**src/rtl/ulpi_link_reg_ctrl.sv**
```systemverilog
// ULPI link-side PHY register access controller with RX CMD capture.
// Define ULPI_REG_TIMEOUT_EN to abandon accesses after TIMEOUT_CYCLES.
module ulpi_link_reg_ctrl #(
  parameter int TIMEOUT_CYCLES = 64
) (
  input  logic       CLK,
  input  logic       RST,
  input  logic [7:0] ULPI_DATA_IN,
  output logic [7:0] ULPI_DATA_OUT,
  output logic       ULPI_DATA_OE,
  input  logic       ULPI_DIR,
  input  logic       ULPI_NXT,
  output logic       ULPI_STP,
  input  logic       REG_REQ,
  input  logic       REG_WR,
  input  logic [5:0] REG_ADDR,
  input  logic [7:0] REG_WDATA,
  output logic       REG_BUSY,
  output logic       REG_DONE,
  output logic       REG_ABORT,
  output logic [7:0] REG_RDATA,
  output logic       RXCMD_VALID,
  output logic [7:0] RXCMD
);

  typedef enum logic [2:0] {
    IDLE,
    TXCMD,
    WDATA,
    WSTP,
    RD_TURN,
    RD_DATA,
    RX_TURN,
    RX
  } state_t;

  state_t     state_q, state_d;
  logic       wr_q;
  logic [5:0] addr_q;
  logic [7:0] wdata_q;
  logic       lat;
  logic       busy_q, busy_d;
  logic       done_q, done_d;
  logic       abort_q, abort_d;
  logic [7:0] rdata_q, rdata_d;
  logic [7:0] rxcmd_q, rxcmd_d;
  logic       rxv_q, rxv_d;
  logic       rdgot_q, rdgot_d;
  logic       tmo;
  logic [7:0] out;
  logic       drive;

`ifdef ULPI_REG_TIMEOUT_EN
  localparam int TW = $clog2(TIMEOUT_CYCLES + 1);

  logic [TW-1:0] cnt_q, cnt_d;

  assign tmo = (cnt_q == TW'(TIMEOUT_CYCLES - 1));

  // Restart on every state change so each wait gets a full budget.
  always_comb begin
    cnt_d = cnt_q;
    if (state_d != state_q) begin
      cnt_d = '0;
    end else if (state_q inside {TXCMD, WDATA, RD_TURN}) begin
      cnt_d = cnt_q + 1'b1;
    end
  end

  always_ff @(posedge CLK or posedge RST) begin
    if (RST) begin
      cnt_q <= '0;
    end else begin
      cnt_q <= cnt_d;
    end
  end
`else
  assign tmo = 1'b0;
`endif

  always_comb begin
    state_d = state_q;
    busy_d  = busy_q;
    done_d  = 1'b0;
    abort_d = 1'b0;
    rdata_d = rdata_q;
    rxcmd_d = rxcmd_q;
    rxv_d   = 1'b0;
    rdgot_d = rdgot_q;
    lat     = 1'b0;
    unique case (state_q)
      IDLE: begin
        if (ULPI_DIR) begin
          state_d = RX_TURN;
        end else if (REG_REQ && !busy_q) begin
          state_d = TXCMD;
          busy_d  = 1'b1;
          lat     = 1'b1;
        end
      end
      TXCMD: begin
        if (ULPI_DIR) begin
          state_d = RX_TURN;
          abort_d = 1'b1;
          busy_d  = 1'b0;
        end else if (ULPI_NXT) begin
          state_d = wr_q ? WDATA : RD_TURN;
        end else if (tmo) begin
          state_d = IDLE;
          abort_d = 1'b1;
          busy_d  = 1'b0;
        end
      end
      WDATA: begin
        if (ULPI_DIR) begin
          state_d = RX_TURN;
          abort_d = 1'b1;
          busy_d  = 1'b0;
        end else if (ULPI_NXT) begin
          state_d = WSTP;
        end else if (tmo) begin
          state_d = IDLE;
          abort_d = 1'b1;
          busy_d  = 1'b0;
        end
      end
      WSTP: begin
        state_d = IDLE;
        done_d  = 1'b1;
        busy_d  = 1'b0;
      end
      RD_TURN: begin
        if (ULPI_DIR) begin
          state_d = RD_DATA;
          rdgot_d = 1'b0;
        end else if (tmo) begin
          state_d = IDLE;
          abort_d = 1'b1;
          busy_d  = 1'b0;
        end
      end
      RD_DATA: begin
        if (ULPI_DIR) begin
          if (!rdgot_q) begin
            rdata_d = ULPI_DATA_IN;
            done_d  = 1'b1;
            busy_d  = 1'b0;
            rdgot_d = 1'b1;
          end
        end else begin
          // PHY gave the bus back before any data byte.
          state_d = IDLE;
          if (!rdgot_q) begin
            abort_d = 1'b1;
            busy_d  = 1'b0;
          end
        end
      end
      RX_TURN: begin
        state_d = ULPI_DIR ? RX : IDLE;
      end
      RX: begin
        if (ULPI_DIR) begin
          if (!ULPI_NXT) begin
            rxcmd_d = ULPI_DATA_IN;
            rxv_d   = 1'b1;
          end
        end else begin
          state_d = IDLE;
        end
      end
      default: begin
        state_d = IDLE;
      end
    endcase
  end

  always_ff @(posedge CLK or posedge RST) begin
    if (RST) begin
      state_q <= IDLE;
      busy_q  <= 1'b0;
      done_q  <= 1'b0;
      abort_q <= 1'b0;
      rdata_q <= 8'h00;
      rxcmd_q <= 8'h00;
      rxv_q   <= 1'b0;
      rdgot_q <= 1'b0;
    end else begin
      state_q <= state_d;
      busy_q  <= busy_d;
      done_q  <= done_d;
      abort_q <= abort_d;
      rdata_q <= rdata_d;
      rxcmd_q <= rxcmd_d;
      rxv_q   <= rxv_d;
      rdgot_q <= rdgot_d;
    end
  end

  always_ff @(posedge CLK or posedge RST) begin
    if (RST) begin
      wr_q    <= 1'b0;
      addr_q  <= 6'h00;
      wdata_q <= 8'h00;
    end else if (lat) begin
      wr_q    <= REG_WR;
      addr_q  <= REG_ADDR;
      wdata_q <= REG_WDATA;
    end
  end

  always_comb begin
    out   = 8'h00;
    drive = 1'b0;
    unique case (state_q)
      TXCMD: begin
        out   = {1'b1, ~wr_q, addr_q};
        drive = 1'b1;
      end
      WDATA: begin
        out   = wdata_q;
        drive = 1'b1;
      end
      WSTP: begin
        drive = 1'b1;
      end
      default: begin
        out   = 8'h00;
        drive = 1'b0;
      end
    endcase
  end

  // DIR gating is combinational so a PHY bus grab never collides.
  assign ULPI_DATA_OE  = drive & ~ULPI_DIR;
  assign ULPI_DATA_OUT = out;
  assign ULPI_STP      = (state_q == WSTP);
  assign REG_BUSY      = busy_q;
  assign REG_DONE      = done_q;
  assign REG_ABORT     = abort_q;
  assign REG_RDATA     = rdata_q;
  assign RXCMD_VALID   = rxv_q;
  assign RXCMD         = rxcmd_q;

endmodule

```
**config.mk**
```make
export PLATFORM = sky130hd
export DESIGN_NAME = ulpi_link_reg_ctrl
export DESIGN_NICKNAME = d
export VERILOG_FILES = /design/src/rtl/ulpi_link_reg_ctrl.sv
export SDC_FILE = /design/constraint.sdc
export NUM_CORES = 1
export LEC_CHECK = 0
export ABC_AREA = 1
export CORE_ASPECT_RATIO = 0.6
export CORE_UTILIZATION = 40
export CTS_CLUSTER_DIAMETER = 60
export DETAILED_ROUTE_END_ITERATION = 8
export PLACE_DENSITY = 0.69
export SYNTH_ARGS = -nofsm -noshare
export SYNTH_HDL_FRONTEND = slang
export SYNTH_SLANG_ARGS = --single-unit
```
**constraint.sdc**
```tcl
create_clock -name CLK -period 3.3 [get_ports CLK]
set_clock_uncertainty 0.1 [all_clocks]
set_input_delay 0.66 -clock CLK [delete_from_list [all_inputs] [get_ports CLK]]
set_output_delay 0.66 -clock CLK [all_outputs]
set_load 0.01 [all_outputs]
```
==> run metrics <==
status finished, final reports clean; clk buf depth 2; gate count after technology mapping ~220; required time worst endpoint ~2500 ps; cell at the root of the clock tree clkbuf_8; core outline area between 0.004 and 0.005 sq mm; Core Util, Final a little under three fifths; initial antenna violation count 0; setup violation total in the final timing report 0; CTS Hold Bufs 0; Leakage about 1.3 nW; Worst Tran Pin Value around 540 ps; pins over their slew limit 0; total global-route track usage around 18%; highest clock rate between 300 and 400 MHz; buffers inserted during post-CTS setup optimization 0; synthesis warning total 0; setup slack of the worst register-to-register path 1470 ps; Clk Latency, worst-skew pair around 290 ps; number of global-route vias before repair 1,547; #FFs+latches synth 39; Synth Net Count between 200 and 250; post-synthesis average cell area 9.073 sq um; Final Hold Fails 0; fill cell instance count of the final layout just over 400; wire length of the first global-routing pass approximately 7200 microns; Detailed Route Iter0 Violations approximately 110; number of gates given a new drive strength after cts 0; post-route design area about 0.0027 sq mm; Tmin final 2909 ps; number of buffers added on ports 57; CTS clock-pin slew for the worst setup and hold paths 70 ps; critical path start-end classification reg -> out; area added between synthesis and finish 33.44%; RSZ-0062 raised after global routing no; Placed Area 0.002566 sq mm; final routed wire length divided by cell count about 12 microns; I/O pins 58; Post-DRT Antenna Nets 0; clk sink count 39; TritonCTS clock tree done; layout cells sized above 1 ~20%; DRC violations left 0; placer's final routability congestion estimate around 0.86; type of element launching the critical path register; Post-Route WL 4151 microns; maximum level of the CTS H-tree 2; cell depth of the worst flop-to-flop path 4; max-cap violation count 0; cts bufs inserted 5; end of the critical path ULPI_DATA_OUT[3]; relative slew slack 63.96%; largest fanout on the critical path 18; via count normalized by instance count between 4 and 5; final net count about 300; largest net degree at the start of global routing 40; DIE HEIGHT 56.59 microns; final worst path period share 88.14%; gr ovfl total 0; launching element of the worst setup path state_q[2]; largest voltage drop on the vdd net between 0.4 and 0.5 mV; capture point of the worst reg-to-reg path wdata_q[3]; die boundary width roughly 93 microns; share of synthesized area occupied by flip-flops and latches about half; Die Footprint about 0.0053 sq mm; HPWL after DPL between 3000 and 4000 microns; kind of path behind the tightest hold check reg -> reg; Worst Path Arrival roughly 2200 ps; Initial Utilization 42.64%; Fin Setup TNS 0 ps; Cell Pwr Density between 800 and 900 mW/mm^2; Netlist Area Pre-Place ~0.002 sq mm; total number of vias about 1,600; Critical Path End Type primary output; launch point of the worst reg-to-reg path state_q[2]; Core Rows 19; count of antenna diodes in the layout 0; Yosys cell types 25; count of TritonRoute iterations in the first routing pass 4
-- cells in the mapped netlist --
library cell / count / share of area, %
nor2_1: 5 / 0.94
buf_2: 2 / 0.50
nand2_2: 2 / 0.63
buf_4: 1 / 0.38
nand4_4: 1 / 1.1
nor2_4: 3 / 1.7
nand2_4: 1 / 0.57
nand3_1: 14 / 3.5
inv_4: 1 / 0.32
a21oi_2: 6 / 2.6
o21ai_1: 8 / 2.0
inv_1: 30 / 5.7
nand4_1: 2 / 0.63
a31oi_1: 2 / 0.63
nand3_2: 1 / 0.50
dfrtp_1: 39 / 49
o211ai_1: 1 / 0.38
nor2_2: 5 / 1.6
nand3_4: 2 / 1.8
o21ai_0: 12 / 3.0
nor3_1: 1 / 0.25
buf_6: 6 / 3.4
nand2_1: 51 / 9.6
inv_2: 4 / 0.76
o21ai_2: 19 / 8.4
-- worst min-delay path by stage --
| stage | cells past startpoint | start | slack [ps] | to |
|---|---|---|---|---|
| floorplan | 2 | wdata_q[4] | 360 | wdata_q[4] |
| global placement | 2 | RXCMD[5] | 370 | RXCMD[5] |
| detailed placement | 2 | wdata_q[4] | 370 | wdata_q[4] |
| CTS | 2 | wdata_q[4] | 390 | wdata_q[4] |
| global route | 2 | wdata_q[5] | 410 | wdata_q[5] |
| finish | 2 | RXCMD[2] | 390 | RXCMD[2] |
-- layout make-up --
| type | count | area, sq um | share of cell area (%) |
|---|---|---|---|
| sequential | 39 | 975.9 | 36.81 |
| multi-input combinational | 136 | 792.0 | 29.87 |
| timing repair buffer | 59 | 585.6 | 22.09 |
| inverter | 35 | 133.9 | 5.050 |
| tap | 63 | 78.83 | 2.973 |
| clock buffer | 6 | 72.57 | 2.737 |
| clock inverter | 2 | 12.51 | 0.4719 |
-- logic make-up (layout without fill, tap and decap cells) --
group,after synthesis,count (layout),share of synthesized area (%)
buffers and inverters,44,102,11.02
AO/OA/AOI/OAI,48,48,17.07
flip-flops,39,39,49.12
AND/OR/NAND/NOR,88,88,22.80
-- stage by stage --
step	hold WS [ps]	instances	setup slack (ps)	power (mW)
global route	407.4	340	266.3	2.405
CTS	388.8	340	381.2	2.255
finish	386.0	340	391.3	2.236
detailed placement	369.1	332	669.8	1.932
global placement	366.9	332	674.6	1.919
floorplan	355.6	219	1335	1.502
-- placed cells by master (no fill, tap or decap), drive strengths merged --
cell type and instances:
o211ai 1, a31oi 2, clkinvlp 1, clkbuf 6
o21ai 39, buf 2, clkdlybuf4s50 57, nand4 3
nor2 13, a21oi 6, nor3 1, nand2 54
nand3 17, clkinv 1, dfrtp 39, inv 35
-- state kept, by name (all words and copies together) (netlist names) --
register     cells
REG_ABORT        1
REG_BUSY         1
REG_DONE         1
REG_RDATA        8
RXCMD            8
RXCMD_VALID      1
addr_q           6
rdgot_q          1
state_q          3
wdata_q          8
wr_q             1
-- per-layer routing --
layer | wire [microns] | global-route usage (%) | vias to the layer above
met2 | 1634 | 23.32 | 49
met3 | 261 | 5.014 | 5
met5 | 0 | 0 | -
li1 | - | - | 811
met4 | 43 | 5.275 | 0
met1 | 2211 | 28.22 | 742
-- worst max-delay path, cell delays in order, from the launching register on --
cell	delay (ps)
dfrtp_1	500
inv_2	300
nand2_1	230
o21ai_0	250
clkdlybuf4s50_1	570
-- where the power goes --
group | leakage [nW] | total [mW] | switching [mW] | internal, mW
combinational | 0.729 | 1.08 | 0.569 | 0.514
sequential | 0.486 | 0.838 | 0.151 | 0.688
clock | 0.0412 | 0.314 | 0.167 | 0.148
(Power assumes the default switching activity.)
